<file path="src/rtl/fpu_pipe_ctl_if.sv">
// Decode-to-FP-pipeline control bus: the instruction entering E1 and the
// E1/E2/E3 stage tags and div/sqrt hold status coming back.
interface fpu_pipe_ctl_if;
    logic [2:0] fc;
    logic       wf;
    logic [4:0] fd;
    logic [4:0] e1n;
    logic [4:0] e2n;
    logic [4:0] e3n;
    logic       e1w;
    logic       e2w;
    logic       e3w;
    logic [2:0] e1c;
    logic [2:0] e2c;
    logic [2:0] e3c;
    logic       stall_div_sqrt;
    logic [4:0] ds_cnt;

    modport slave (
        input  fc, wf, fd,
        output e1n, e2n, e3n, e1w, e2w, e3w, e1c, e2c, e3c,
        output stall_div_sqrt, ds_cnt
    );

    modport master (
        output fc, wf, fd,
        input  e1n, e2n, e3n, e1w, e2w, e3w, e1c, e2c, e3c,
        input  stall_div_sqrt, ds_cnt
    );
endinterface

</file>
<file path="src/rtl/fpu_pipe_ctl.sv">
// FP pipeline control: tracks destination/write/op tags through E1..E3 and
// holds the whole FP pipe while a div or sqrt iterates in E1.
module fpu_pipe_ctl #(
    parameter int DIV_CYCLES  = 12,
    parameter int SQRT_CYCLES = 16
) (
    input  logic           clk,
    input  logic           clr,
    fpu_pipe_ctl_if.slave  bus
);
    localparam logic [2:0] OP_DIV  = 3'b100;
    localparam logic [2:0] OP_SQRT = 3'b110;
    localparam logic [4:0] DIV_N   = 5'(DIV_CYCLES);
    localparam logic [4:0] SQRT_N  = 5'(SQRT_CYCLES);

    typedef struct packed {
        logic       w;
        logic [4:0] n;
        logic [2:0] c;
    } stage_t;

    typedef enum logic {
        IDLE,
        ITER
    } state_t;

    stage_t     e1_q, e2_q, e3_q;
    stage_t     e1_d, e2_d, e3_d;
    state_t     state_q, state_d;
    logic [4:0] cnt_q, cnt_d;
    logic       stall;
    logic       shift;
    logic       ds_start;

    function automatic logic is_ds(input logic [2:0] op);
        return (op == OP_DIV) || (op == OP_SQRT);
    endfunction

    // The hold is raised only while the multi-cycle op itself sits in E1.
    assign stall    = e1_q.w & is_ds(e1_q.c) & (cnt_q != 5'd0);
    assign shift    = ~stall;
    assign ds_start = shift & bus.wf & is_ds(bus.fc);

    // Next stage contents: advance all three stages together or hold them all.
    always_comb begin
        e1_d = e1_q;
        e2_d = e2_q;
        e3_d = e3_q;
        if (shift) begin
            e1_d = '{w: bus.wf, n: bus.fd, c: bus.fc};
            e2_d = e1_q;
            e3_d = e2_q;
        end
    end

    // Stage tag registers.
    always_ff @(posedge clk or posedge clr) begin
        if (clr) begin
            e1_q <= '0;
            e2_q <= '0;
            e3_q <= '0;
        end else begin
            e1_q <= e1_d;
            e2_q <= e2_d;
            e3_q <= e3_d;
        end
    end

    // Iteration FSM next state: a new div/sqrt loads its own count on the same
    // edge that lets it into E1, so back-to-back ops chain without a gap edge.
    always_comb begin
        state_d = state_q;
        cnt_d   = cnt_q;
        case (state_q)
            IDLE: begin
                if (ds_start) begin
                    cnt_d   = (bus.fc == OP_DIV) ? DIV_N : SQRT_N;
                    state_d = ITER;
                end
            end
            ITER: begin
                if (ds_start) begin
                    cnt_d   = (bus.fc == OP_DIV) ? DIV_N : SQRT_N;
                    state_d = ITER;
                end else if (cnt_q != 5'd0) begin
                    cnt_d   = cnt_q - 5'd1;
                    state_d = (cnt_q == 5'd1) ? IDLE : ITER;
                end else begin
                    state_d = IDLE;
                end
            end
            default: begin
                state_d = IDLE;
                cnt_d   = 5'd0;
            end
        endcase
    end

    // Iteration FSM state and remaining-count register.
    always_ff @(posedge clk or posedge clr) begin
        if (clr) begin
            state_q <= IDLE;
            cnt_q   <= 5'd0;
        end else begin
            state_q <= state_d;
            cnt_q   <= cnt_d;
        end
    end

    assign bus.e1n            = e1_q.n;
    assign bus.e1w            = e1_q.w;
    assign bus.e1c            = e1_q.c;
    assign bus.e2n            = e2_q.n;
    assign bus.e2w            = e2_q.w;
    assign bus.e2c            = e2_q.c;
    assign bus.e3n            = e3_q.n;
    assign bus.e3w            = e3_q.w;
    assign bus.e3c            = e3_q.c;
    assign bus.ds_cnt         = cnt_q;
    assign bus.stall_div_sqrt = stall;
endmodule

</file>
<file path="src/flat_wrapper.sv">
// flat-port wrapper written by rule: the top's interface ports become plain ports
module fpu_pipe_ctl_flat 
#(
    parameter int DIV_CYCLES  = 12,
    parameter int SQRT_CYCLES = 16
)
  (clk, clr, bus_fc, bus_wf, bus_fd, bus_e1n, bus_e2n, bus_e3n, bus_e1w, bus_e2w, bus_e3w, bus_e1c, bus_e2c, bus_e3c, bus_stall_div_sqrt, bus_ds_cnt);
  fpu_pipe_ctl_if bus_i ();
  input  logic clk;
  input  logic clr;
  input wire logic [$bits(bus_i.fc)-1:0] bus_fc;
  input wire logic [$bits(bus_i.wf)-1:0] bus_wf;
  input wire logic [$bits(bus_i.fd)-1:0] bus_fd;
  output wire logic [$bits(bus_i.e1n)-1:0] bus_e1n;
  output wire logic [$bits(bus_i.e2n)-1:0] bus_e2n;
  output wire logic [$bits(bus_i.e3n)-1:0] bus_e3n;
  output wire logic [$bits(bus_i.e1w)-1:0] bus_e1w;
  output wire logic [$bits(bus_i.e2w)-1:0] bus_e2w;
  output wire logic [$bits(bus_i.e3w)-1:0] bus_e3w;
  output wire logic [$bits(bus_i.e1c)-1:0] bus_e1c;
  output wire logic [$bits(bus_i.e2c)-1:0] bus_e2c;
  output wire logic [$bits(bus_i.e3c)-1:0] bus_e3c;
  output wire logic [$bits(bus_i.stall_div_sqrt)-1:0] bus_stall_div_sqrt;
  output wire logic [$bits(bus_i.ds_cnt)-1:0] bus_ds_cnt;
  assign bus_i.fc = bus_fc;
  assign bus_i.wf = bus_wf;
  assign bus_i.fd = bus_fd;
  assign bus_e1n = bus_i.e1n;
  assign bus_e2n = bus_i.e2n;
  assign bus_e3n = bus_i.e3n;
  assign bus_e1w = bus_i.e1w;
  assign bus_e2w = bus_i.e2w;
  assign bus_e3w = bus_i.e3w;
  assign bus_e1c = bus_i.e1c;
  assign bus_e2c = bus_i.e2c;
  assign bus_e3c = bus_i.e3c;
  assign bus_stall_div_sqrt = bus_i.stall_div_sqrt;
  assign bus_ds_cnt = bus_i.ds_cnt;
  fpu_pipe_ctl #(.DIV_CYCLES(DIV_CYCLES), .SQRT_CYCLES(SQRT_CYCLES)) u_core (.clk(clk), .clr(clr), .bus(bus_i));
endmodule
</file>
<file path="config.mk">
export PLATFORM = sky130hd
export DESIGN_NAME = fpu_pipe_ctl_flat
export DESIGN_NICKNAME = d
export VERILOG_FILES = /design/src/rtl/fpu_pipe_ctl_if.sv /design/src/rtl/fpu_pipe_ctl.sv /design/src/flat_wrapper.sv
export SDC_FILE = /design/constraint.sdc
export NUM_CORES = 1
export LEC_CHECK = 0
export ABC_AREA = 1
export BUFFER_PORTS_ARGS = -buffer_cell sky130_fd_sc_hd__buf_4
export CORE_MARGIN = 8
export CORE_UTILIZATION = 30
export CTS_CLUSTER_SIZE = 28
export DETAILED_ROUTE_END_ITERATION = 12
export PLACE_DENSITY = 0.6
export SLEW_MARGIN = 0
export SYNTH_ARGS = -nofsm -noshare
export SYNTH_HDL_FRONTEND = slang
export SYNTH_SLANG_ARGS = --single-unit
</file>
<file path="constraint.sdc">
create_clock -name clk -period 2.15 [get_ports clk]
set_input_delay 0.43 -clock clk [delete_from_list [all_inputs] [get_ports clk]]
set_output_delay 0.43 -clock clk [all_outputs]
set_load 0.02 [all_outputs]
</file>
**After elaboration in Yosys (flattened, before gate mapping)**

Cells that the tools add are included.

- Add/sub/neg operators: 1
- Equality and inequality tests: 7
- Muxes and demuxes: 10
- Bitwise logic cells: 6
- Reduce and logical (&&, ||, !) cells: 4

Operator list:

| cell | number |
|---|---|
| $mux 5 | 4 |
| $eq 3x3->1 const B | 4 |
| $pmux 5 s2 | 1 |
| $eq 5x1->1 const B | 1 |
| $reduce_bool 5->1 | 1 |
| $sub 5x1->5 const B | 1 |
| $and 1x1->1 | 4 |
| $mux 1 | 4 |
| $ne 3x3->1 const B | 1 |
| $logic_or 1x1->1 | 2 |
| $ne 2x1->1 const B | 1 |
| $not 1->1 | 2 |
| $pmux 1 s2 | 1 |
| $reduce_and 2->1 | 1 |

- Register bits after elaboration: 33
- Input port bits: 11
- Output and inout bits: 33

**Depth between registers and ports, before layout**

Gate-level depths: netlist of run 1.

- Word-level depth: 9
- Mapped depth: 11

**Worst setup path before layout of run 1**

OpenSTA, ideal clock, no wires.

- Path kind: reg-to-output
- From: register u_core.cnt_q[0], in the netlist u_core.bus.ds_cnt[0]
- To: output bus_stall_div_sqrt
- Data arrival time: 1.373 ns
- Data required time: 1.720 ns
- Slack: 0.347 ns
- Stages on the path, launching flop included: 9
- Cell sequence: dfrtp_1 inv_1 ha_1 inv_1 nor2_1 nand2_4 nand2_8 inv_2 buf_4

- Longest elaborated chain between the ends: 2

Ends and longest elaborated chain:

| what | line | RTL |
|---|---|---|
| from (decl) | fpu_pipe_ctl.sv:30 | `logic [4:0] cnt_q, cnt_d;` |
| from (signal assigned) | fpu_pipe_ctl.sv:106 | `cnt_q <= cnt_d;` |
| $reduce_bool 5->1 | fpu_pipe_ctl.sv:40 | `assign stall = e1_q.w & is_ds(e1_q.c) & (cnt_q != 5'd0);` |
| $and 1x1->1 | fpu_pipe_ctl.sv:40 |  |
| to (decl) | flat_wrapper.sv:23 | `output wire logic [$bits(bus_i.stall_div_sqrt)-1:0] bus_stall_div_sqrt;` |

Every way passes these cells.

**Final worst setup path of run 1**

- From: register u_core.cnt_q[1], in the netlist u_core.bus.ds_cnt[1]
- To: output bus_stall_div_sqrt

The elaborated chain is that of the path after synthesis.

==> results.yml, run 1 <==
status:
  status: "complete, no violations"
sta:
  slew_headroom_pct: 71.9
  setup_tns_ns: 0
  tightest_slew_ns: 0.422
  finalSetupViolCount: 0
  fin_crit_ns: 2.04
  fin_skew_ns: 0.00792
  hold_viol_final: 0
  finalMaxSlewViolations: 0
  max_freq_ghz: 0.491
  setup_ws_ns: 0.114
  rsz0062_at_grt: "false"
  period_share_pct: 94.7
pwr:
  power_density_nw_per_um2: 1400
  vdd_drop_max_uv: 424
  p_leak_nw: 1.05
worst_setup_path:
  critPathLaunchType: "flop"
  rr_startpoint: "u_core.bus.ds_cnt[1]"
  cp.arrival_ns: 1.61
  startpoint: "u_core.bus.ds_cnt[1]"
  crit_chain: "inv_1, ha_1, inv_1, nor2_2, nand2_4, nand2_8, inv_2, buf_4"
  critPathMaxFanout: 14
  cpMostUsedCell: "inv_1"
  path_delay_family: "flip-flops"
  crit_type: "reg -> out"
  crit_required_ns: 1.72
  worst-path-buf-inv: 4
  critPathCaptureType: "output pin"
  crit_path_top_delay_cell: "dfrtp_1"
  max_stage_delay_ns: 0.40
die:
  dieArea_sq_um: 7370
  ios: 44
  core_sq_um: 4720
  die_w_um: 85.8
  start_util_pct: 31.0
  die_h_um: 85.8
  rows: 25
layout:
  fill_cells: 460
  seq_area_sq_um: 826
  multiInputGateArea_sq_um: 558
  n_antenna_cell: 0
  drive_above_1_share_pct: 30.7
  fin_nets: 225
  syn2layout_area_growth_pct: 35.7
clock_network:
  cts_made_buffers: 5
  insertion_delay_ns: 0.28
  cts.htree.levels: 2
  tritoncts: "yes"
  clock_path_buffers: 2
  clk_pin_slew_worst_paths_ns: 0.08
  holdBufCountCts: 0
  clock-root-buffer: "clkbuf_8"
  clkSinkCount: 33
synth:
  synth_area_leaders: "dfrtp_1 (56%), nand2_1 (16%), inv_1 (4.1%)"
  synth_top_area_share_pct: 56.5
  synth_edf_count: 0
  syn_inst: 162
  synth_area_per_cell_sq_um: 9.03
  synth.distinct_cells: 26
  yosys_warnings: 0
  seq_area_frac_synth_pct: 56.5
  synth_nets: 176
  post-synth-top-area-cell: "dfrtp_1"
  syn_area_sq_um: 1460
  synth-main-ff-cell: "dfrtp_1"
  ys_ff_latch: 33
  ys_async_sr_fraction_pct: 100
drt:
  drc: 0
  ant_nets: 0
  dr.pass1.iters: 4
  drt-initial-drc-count: 39
  via_per_inst: 4.16
  vias: 1161
  totalWireLength_um: 3440
  routedWlPerCell_um: 12.3
global_route:
  grt_pass1_wl_um: 5800
  grt_max_degree: 34
  antenna_found_initial: 0
  grt_pass1_vias: 1258
  grt_usage_pct: 9.96
  grt-ovfl-total: 0
placement:
  dp_slack_ns: 0.308
  place_congestion: 0.810
  dp_hpwl_um: 2460
  port_buffers: 43
run:
  drv_cap: 0
hold_path:
  holdCritPathClass: "in -> async"
## Yosys cell counts (2+ instances only)
cell	count
nand2_1	61
dfrtp_1	33
inv_1	16
nor2_1	8
o21ai_0	7
o21ai_1	7
nand3_1	5
a21oi_1	3
ha_1	3
buf_2	2
nand2_4	2
## final timing paths
check,to,slack (ns),depth (start not counted)
worst max-delay path,bus_stall_div_sqrt,0.11,8
worst min-delay path,u_core.bus.e1n[0],0.24,3
worst max register to register,u_core.bus.ds_cnt[4],0.51,11
worst min register to register,u_core.bus.e3w,0.48,2
max in group asynchronous,u_core.bus.e1c[0],1.61,3
min in group clk,u_core.bus.e1n[2],0.35,3
## registers in the layout, indices dropped and copies added, names as in the netlist
| register | flops |
|---|---|
| u_core.bus.ds_cnt | 5 |
| u_core.bus.e1c | 3 |
| u_core.bus.e1n | 5 |
| u_core.bus.e1w | 1 |
| u_core.bus.e2c | 3 |
| u_core.bus.e2n | 5 |
| u_core.bus.e2w | 1 |
| u_core.bus.e3c | 3 |
| u_core.bus.e3n | 5 |
| u_core.bus.e3w | 1 |
| u_core.state_q | 1 |
## metal layers
layer	GRT usage (%)	vias up	routed length [um]
li1	-	600	-
met1	11.3	525	1570
met2	16.0	31	1570
met3	3.63	5	243
met4	5.25	0	59
met5	0	-	0
## where the power goes
part	internal, mW	switching [mW]	total (mW)	leakage [nW]
Sequential	0.826	0.178	1.00	0.393
Clock	0.347	0.237	0.584	0.0543
Combinational	0.481	0.715	1.20	0.598
Total	1.65	1.13	2.78	1.05
## layout by cell type (no fill, tap or decap)
| master | instances |
|---|---|
| a21oi_1 | 3 |
| a21oi_4 | 1 |
| a31oi_1 | 1 |
| buf_4 | 45 |
| bufinv_16 | 1 |
| clkbuf_8 | 5 |
| clkinv_4 | 1 |
| clkinvlp_4 | 1 |
| dfrtp_1 | 33 |
| ha_1 | 3 |
| inv_1 | 15 |
| inv_2 | 2 |
| nand2_1 | 61 |
| nand2_2 | 1 |
| nand2_4 | 3 |
| nand2_8 | 1 |
| nand3_1 | 5 |
| nand3b_1 | 1 |
| nand4_1 | 1 |
| nor2_1 | 7 |
| nor2_2 | 2 |
| nor2_4 | 1 |
| nor3_2 | 1 |
| o21a_1 | 1 |
| o21ai_0 | 7 |
| o21ai_1 | 7 |
| xnor2_1 | 1 |
| xor2_1 | 1 |
## metrics by stage
stage	power [mW]	instances	util [%]	hold WS [ns]	instance area [sq um]
2_1_floorplan	1.74	162	-	0.527	1460
3_3_place_gp	2.20	270	39.3	0.455	1860
3_5_place_dp	2.21	270	39.3	0.461	1860
4_1_cts	2.81	278	41.7	0.247	1970
5_1_grt	3.00	279	42.0	0.268	1980
6_report	2.78	279	42.0	0.238	1980
## tightest hold or removal path: cells and delay by family
kind	cells	cell delay, ns
buf+inv	3	0.52
## timing repair
action,4_1_cts,5_1_grt
setup buffers,0,0
resized for setup,0,2
endpoints found under the setup margin,0,1
## cells by family (layout without fill, tap and decap cells)
logic type / count (synthesis) / count (layout) / share of synthesized area (%)
simple gates: 83 / 84 / 25.6
flops: 33 / 33 / 56.5
buf+inv: 21 / 70 / 6.33
compound gates: 20 / 20 / 7.87
fa+ha+maj: 3 / 3 / 2.57
xor+xnor: 2 / 2 / 1.20
## layout make-up
class / count / share of cell area, %
clock inverter: 3 / 2.33
tap: 67 / 4.22
inverter: 17 / 3.22
multi-input combinational: 109 / 28.1
clock buffer: 5 / 3.47
sequential: 33 / 41.6
timing repair buffer: 45 / 17.0
No activity file was read; power rests on OpenSTA's default activity.
==> inputs of run 2 (changes only) <==
==> constraint.sdc (replaced) <==
create_clock -name clk -period 2.2 [get_ports clk]
set_input_delay 0.44 -clock clk [delete_from_list [all_inputs] [get_ports clk]]
set_output_delay 0.44 -clock clk [all_outputs]
set_load 0.02 [all_outputs]
==> results.yml, run 2 (same netlist as run 1, synthesis figures left out) <==
worst_setup_path:
  crit_required_ns: 1.76
  crit_type: "reg -> out"
  cpMostUsedCell: "inv_1"
  path_delay_family: "simple AND/OR/NAND/NOR gates"
  cp.arrival_ns: 1.62
  max_stage_delay_ns: 0.40
  critPathLaunchType: "flop"
  critPathCaptureType: "output pin"
  crit_path_top_delay_cell: "dfrtp_1"
  critPathMaxFanout: 14
  crit_chain: "inv_1, ha_1, inv_1, nor2_1, nand2_4, nand2_8, inv_2, buf_4"
  worst-path-buf-inv: 4
die:
  rows: 25
  die_h_um: 85.8
  core_sq_um: 4720
  start_util_pct: 31.0
  die_w_um: 85.8
  dieArea_sq_um: 7370
  ios: 44
clock_network:
  holdBufCountCts: 0
  clock-root-buffer: "clkbuf_8"
  cts_made_buffers: 5
  tritoncts: "yes"
  clock_path_buffers: 2
  cts.htree.levels: 2
  insertion_delay_ns: 0.28
  clkSinkCount: 33
  clk_pin_slew_worst_paths_ns: 0.07
drt:
  drt-initial-drc-count: 61
  vias: 1139
  dr.pass1.iters: 4
  ant_nets: 0
  routedWlPerCell_um: 11.9
  drc: 0
  via_per_inst: 4.08
  totalWireLength_um: 3330
pwr:
  p_leak_nw: 1.04
  netSwitchingFraction_pct: 41.6
  pwr-share-comb_pct: 45.1
  vdd_drop_max_uv: 308
  cell_internal_pwr_mw: 1.50
  switchingPower_mw: 1.07
  clkPwrFrac_pct: 16.8
  seq_power_share_pct: 38.1
  power_density_nw_per_um2: 1310
global_route:
  grt_pass1_vias: 1181
  grt_usage_pct: 9.23
  grt-ovfl-total: 0
  grt_max_degree: 34
  grt_pass1_wl_um: 5390
  antenna_found_initial: 0
placement:
  place_congestion: 0.794
  dp_hpwl_um: 2390
  port_buffers: 43
layout:
  drive_above_1_share_pct: 29.7
  syn2layout_area_growth_pct: 33.3
  postLayoutCoreUtil_pct: 41.3
  final_cell_mix: "nand2_1 (61), buf_4 (45), dfrtp_1 (33)"
  n_antenna_cell: 0
  final_common_cell: "nand2_1"
  fin_nets: 225
sta:
  tightest_slew_ns: 0.417
  slew_headroom_pct: 72.2
  finalSetupViolCount: 0
  rsz0062_at_grt: "false"
  finalMaxSlewViolations: 0
  hold_viol_final: 0
  max_freq_ghz: 0.484
  fin_skew_ns: 0.00486
  period_share_pct: 93.8
  fin_crit_ns: 2.06
  setup_tns_ns: 0
run:
  drv_cap: 0
hold_path:
  holdCritPathClass: "in -> async"
status:
  status: "complete, no violations"
==> run 2: final cells by class <==
type,instances,area [sq um]
Fill cell,481,2770
Inverter,17,63.8
Clock buffer,6,72.6
Timing Repair Buffer,45,338
Clock inverter,2,10.0
Sequential cell,33,826
Multi-Input combinational cell,109,556
Tap cell,67,83.8
==> run 2: worst paths after layout <==
kind | from | end | slack, ns | cells past startpoint
setup / recovery | u_core.bus.ds_cnt[1] | bus_stall_div_sqrt | 0.14 | 8
hold / removal | clr | u_core.bus.ds_cnt[4] | 0.25 | 3
setup reg to reg | u_core.bus.ds_cnt[1] | u_core.bus.e2n[2] | 0.55 | 10
hold reg to reg | u_core.bus.e3w | u_core.bus.e3w | 0.47 | 2
max in group asynchronous | clr | u_core.bus.e3w | 1.65 | 3
min in group clk | bus_fd[2] | u_core.bus.e1n[2] | 0.37 | 3
==> run 2: repair_timing <==
action,CTS,global route
setup endpoints to repair,0,1
gates resized for setup,0,1
buffers inserted,0,0
==> run 2: stage by stage <==
step / power, mW / instances / hold slack (ns) / setup WS [ns] / cell area, sq um
finish: 2.56 / 279 / 0.255 / 0.136 / 1950
global route: 2.78 / 279 / 0.293 / 0.00345 / 1950
CTS: 2.60 / 278 / 0.264 / 0.0492 / 1940
detailed placement: 2.15 / 270 / 0.461 / 0.351 / 1860
global placement: 2.15 / 270 / 0.454 / 0.405 / 1860
floorplan: 1.70 / 162 / 0.527 / 0.387 / 1460
==> run 2: worst register-to-register path, stage by stage (launching register included) <==
cell	delay, ns
dfrtp_1	0.40
inv_1	0.13
ha_1	0.16
inv_1	0.04
nor2_1	0.16
nand2_4	0.13
nand2_8	0.15
inv_2	0.05
buf_4	0.20
nand2_1	0.08
o21ai_1	0.06
==> run 2: metal layers <==
metal  GRT usage [%]  share of wire (%)  vias to the layer above
met5               0                  0                        -
met4            5.73                1.8                        0
met3            4.58                 10                        4
met2            13.6                 43                       35
met1            10.4                 45                      498
li1                -                  -                      602
==> run 2: power by group through the flow <==
stage | Clock, mW | Combinational (mW) | Sequential, mW
6_report | 0.430 | 1.16 | 0.976
5_1_grt | 0.472 | 1.29 | 1.01
4_1_cts | 0.452 | 1.17 | 0.978
3_5_place_dp | 0 | 1.16 | 0.988
3_3_place_gp | 0 | 1.17 | 0.985
2_1_floorplan | 0 | 0.508 | 1.19
==> inputs of run 3 (changes only) <==
--- a/config.mk
+++ b/config.mk
@@ -5,7 +5,6 @@
 export SDC_FILE = /design/constraint.sdc
 export NUM_CORES = 1
 export LEC_CHECK = 0
-export ABC_AREA = 1
 export BUFFER_PORTS_ARGS = -buffer_cell sky130_fd_sc_hd__buf_4
 export CORE_MARGIN = 8
 export CORE_UTILIZATION = 30
==> results.yml, run 3 <==
layout:
  syn2layout_area_growth_pct: 36.4
  final_cell_mix: "buf_4 (53), dfrtp_1 (33), mux2_4 (14)"
  multiInputGateArea_sq_um: 576
  final_common_cell: "buf_4"
  n_antenna_cell: 0
  seq_area_sq_um: 826
  drive_above_1_share_pct: 57.3
  fin_nets: 172
  fill_cells: 453
pwr:
  clkPwrFrac_pct: 16.0
  power_density_nw_per_um2: 1280
  pwr-share-comb_pct: 45.8
  cell_internal_pwr_mw: 1.62
  seq_power_share_pct: 38.2
  p_leak_nw: 0.958
  switchingPower_mw: 0.929
  netSwitchingFraction_pct: 36.5
  vdd_drop_max_uv: 556
sta:
  period_share_pct: 96.9
  slew_headroom_pct: 72.5
  finalSetupViolCount: 0
  hold_viol_final: 0
  finalMaxSlewViolations: 0
  whs_ns: 0.246
  fin_skew_ns: 0.00316
  fin_crit_ns: 2.13
  setup_tns_ns: 0
  max_freq_ghz: 0.469
  tightest_slew_ns: 0.412
  rsz0062_at_grt: "false"
die:
  die_w_um: 85.6
  dieArea_sq_um: 7330
  ios: 44
  rows: 25
  start_util_pct: 31.0
  core_sq_um: 4690
  die_h_um: 85.6
worst_setup_path:
  r2r.worst_path.cells: 7
  crit_required_ns: 1.76
  reg2reg_setup_slack_ns: 0.23
  cp.arrival_ns: 1.69
  critPathLaunchType: "flop"
  critPathCaptureType: "output pin"
  critPathMaxFanout: 5
  crit_type: "reg -> out"
synth:
  synth_area_per_cell_sq_um: 14.3
  yosys_warnings: 0
  synth.distinct_cells: 33
  ys_async_sr_fraction_pct: 100
  synth_area_leaders: "dfrtp_1 (57%), mux2_4 (14%), mux2_2 (5.4%)"
  synth.most_common_cell: "dfrtp_1"
  ys_ff_latch: 33
  synth_nets: 116
  seq_area_frac_synth_pct: 56.8
  syn_area_sq_um: 1450
  synth_common_cells: "dfrtp_1 (33), mux2_4 (14), mux2_2 (7), inv_1 (6)"
  synth_top_area_share_pct: 56.8
  syn_inst: 102
  synth-main-ff-cell: "dfrtp_1"
  synth_edf_count: 0
  post-synth-top-area-cell: "dfrtp_1"
global_route:
  grt-ovfl-total: 0
  gr-usage-met1_pct: 10.8
  grt_pass1_wl_um: 5190
  use_met3_pct: 4.20
  grt_pass1_vias: 1038
  antenna_found_initial: 0
  top_usage_layer: "met2"
  grt_usage_pct: 8.99
  use_met2_pct: 13.8
  grt_max_degree: 34
placement:
  port_buffers: 43
  place_congestion: 0.822
  dp_hpwl_um: 2260
drt:
  ant_nets: 0
  vias: 1002
  dr.pass1.iters: 3
  drc: 0
  via_per_inst: 4.75
  totalWireLength_um: 3170
  drt-initial-drc-count: 36
  routedWlPerCell_um: 15.0
clock_network:
  clock_path_buffers: 2
  cts.htree.levels: 2
  clkSinkCount: 33
  insertion_delay_ns: 0.28
  cts_made_buffers: 5
  clock-root-buffer: "clkbuf_8"
  tritoncts: "yes"
  holdBufCountCts: 0
  clk_pin_slew_worst_paths_ns: 0.06
status:
  status: "complete, no violations"
run:
  drv_cap: 0
hold_path:
  holdCritPathClass: "in -> async"
run 3: path summary, 6_finish.rpt:
| kind | start | endpoint |
|---|---|---|
| setup reg to reg | u_core.bus.ds_cnt[0] | u_core.bus.e2c[1] |
| setup / recovery | u_core.bus.ds_cnt[0] | bus_stall_div_sqrt |
| min in group clk | bus_fc[2] | u_core.bus.e1c[2] |
| hold / removal | clr | u_core.bus.ds_cnt[0] |
| max in group asynchronous | clr | u_core.bus.e2w |
| hold reg to reg | u_core.bus.e3c[0] | u_core.bus.e3c[0] |
run 3: power groups by stage:
stage | Sequential (mW) | Combinational, mW | Clock [mW]
2_1_floorplan | 1.16 | 0.471 | 0
3_3_place_gp | 0.979 | 1.06 | 0
3_5_place_dp | 0.991 | 1.06 | 0
4_1_cts | 0.975 | 1.11 | 0.418
5_1_grt | 1.00 | 1.25 | 0.451
6_report | 0.973 | 1.17 | 0.406
run 3: cell type report:
class                   count  area share (%)
clock inverters             1           0.252
inverters                   6            1.14
repair buffers             54            21.1
multi-input cells          58            29.0
flip-flops and latches     33            41.6
well taps                  54            3.41
clock buffers               5            3.47
run 3: layer usage:
metal	up-vias	routed length, um
met4	0	28
met3	4	252
met5	-	0
li1	469	-
met2	31	1450
met1	498	1440
run 3: through the flow:
stage	setup slack, ns	area, sq um	util [%]	power, mW	cells
floorplan	0.121	1450	-	1.63	102
global placement	0.263	1840	39.1	2.04	197
detailed placement	0.221	1840	39.1	2.05	197
CTS	0.000642	1930	41.0	2.51	205
global route	0.0197	1980	42.3	2.71	211
finish	0.0680	1980	42.3	2.55	211
run 3: critical path, stage by stage (launching register included):
cell     delay [ns]
dfrtp_1        0.39
inv_2          0.10
ha_4           0.14
or4b_4         0.45
and2_4         0.17
buf_4          0.16
run 3: timing repair:
item	CTS	global route
gates cloned	0	0
pin swaps	0	0
resized for setup	2	2
endpoints found under the setup margin	1	1
buffers inserted	2	6
run 3: kinds of logic after synthesis:
family | after synthesis | share of synthesized area [%]
flops | 33 | 56.8
mux | 22 | 20.6
simple gates | 18 | 8.52
compound gates | 15 | 7.06
buf+inv | 11 | 4.47
fa+ha+maj | 3 | 2.58
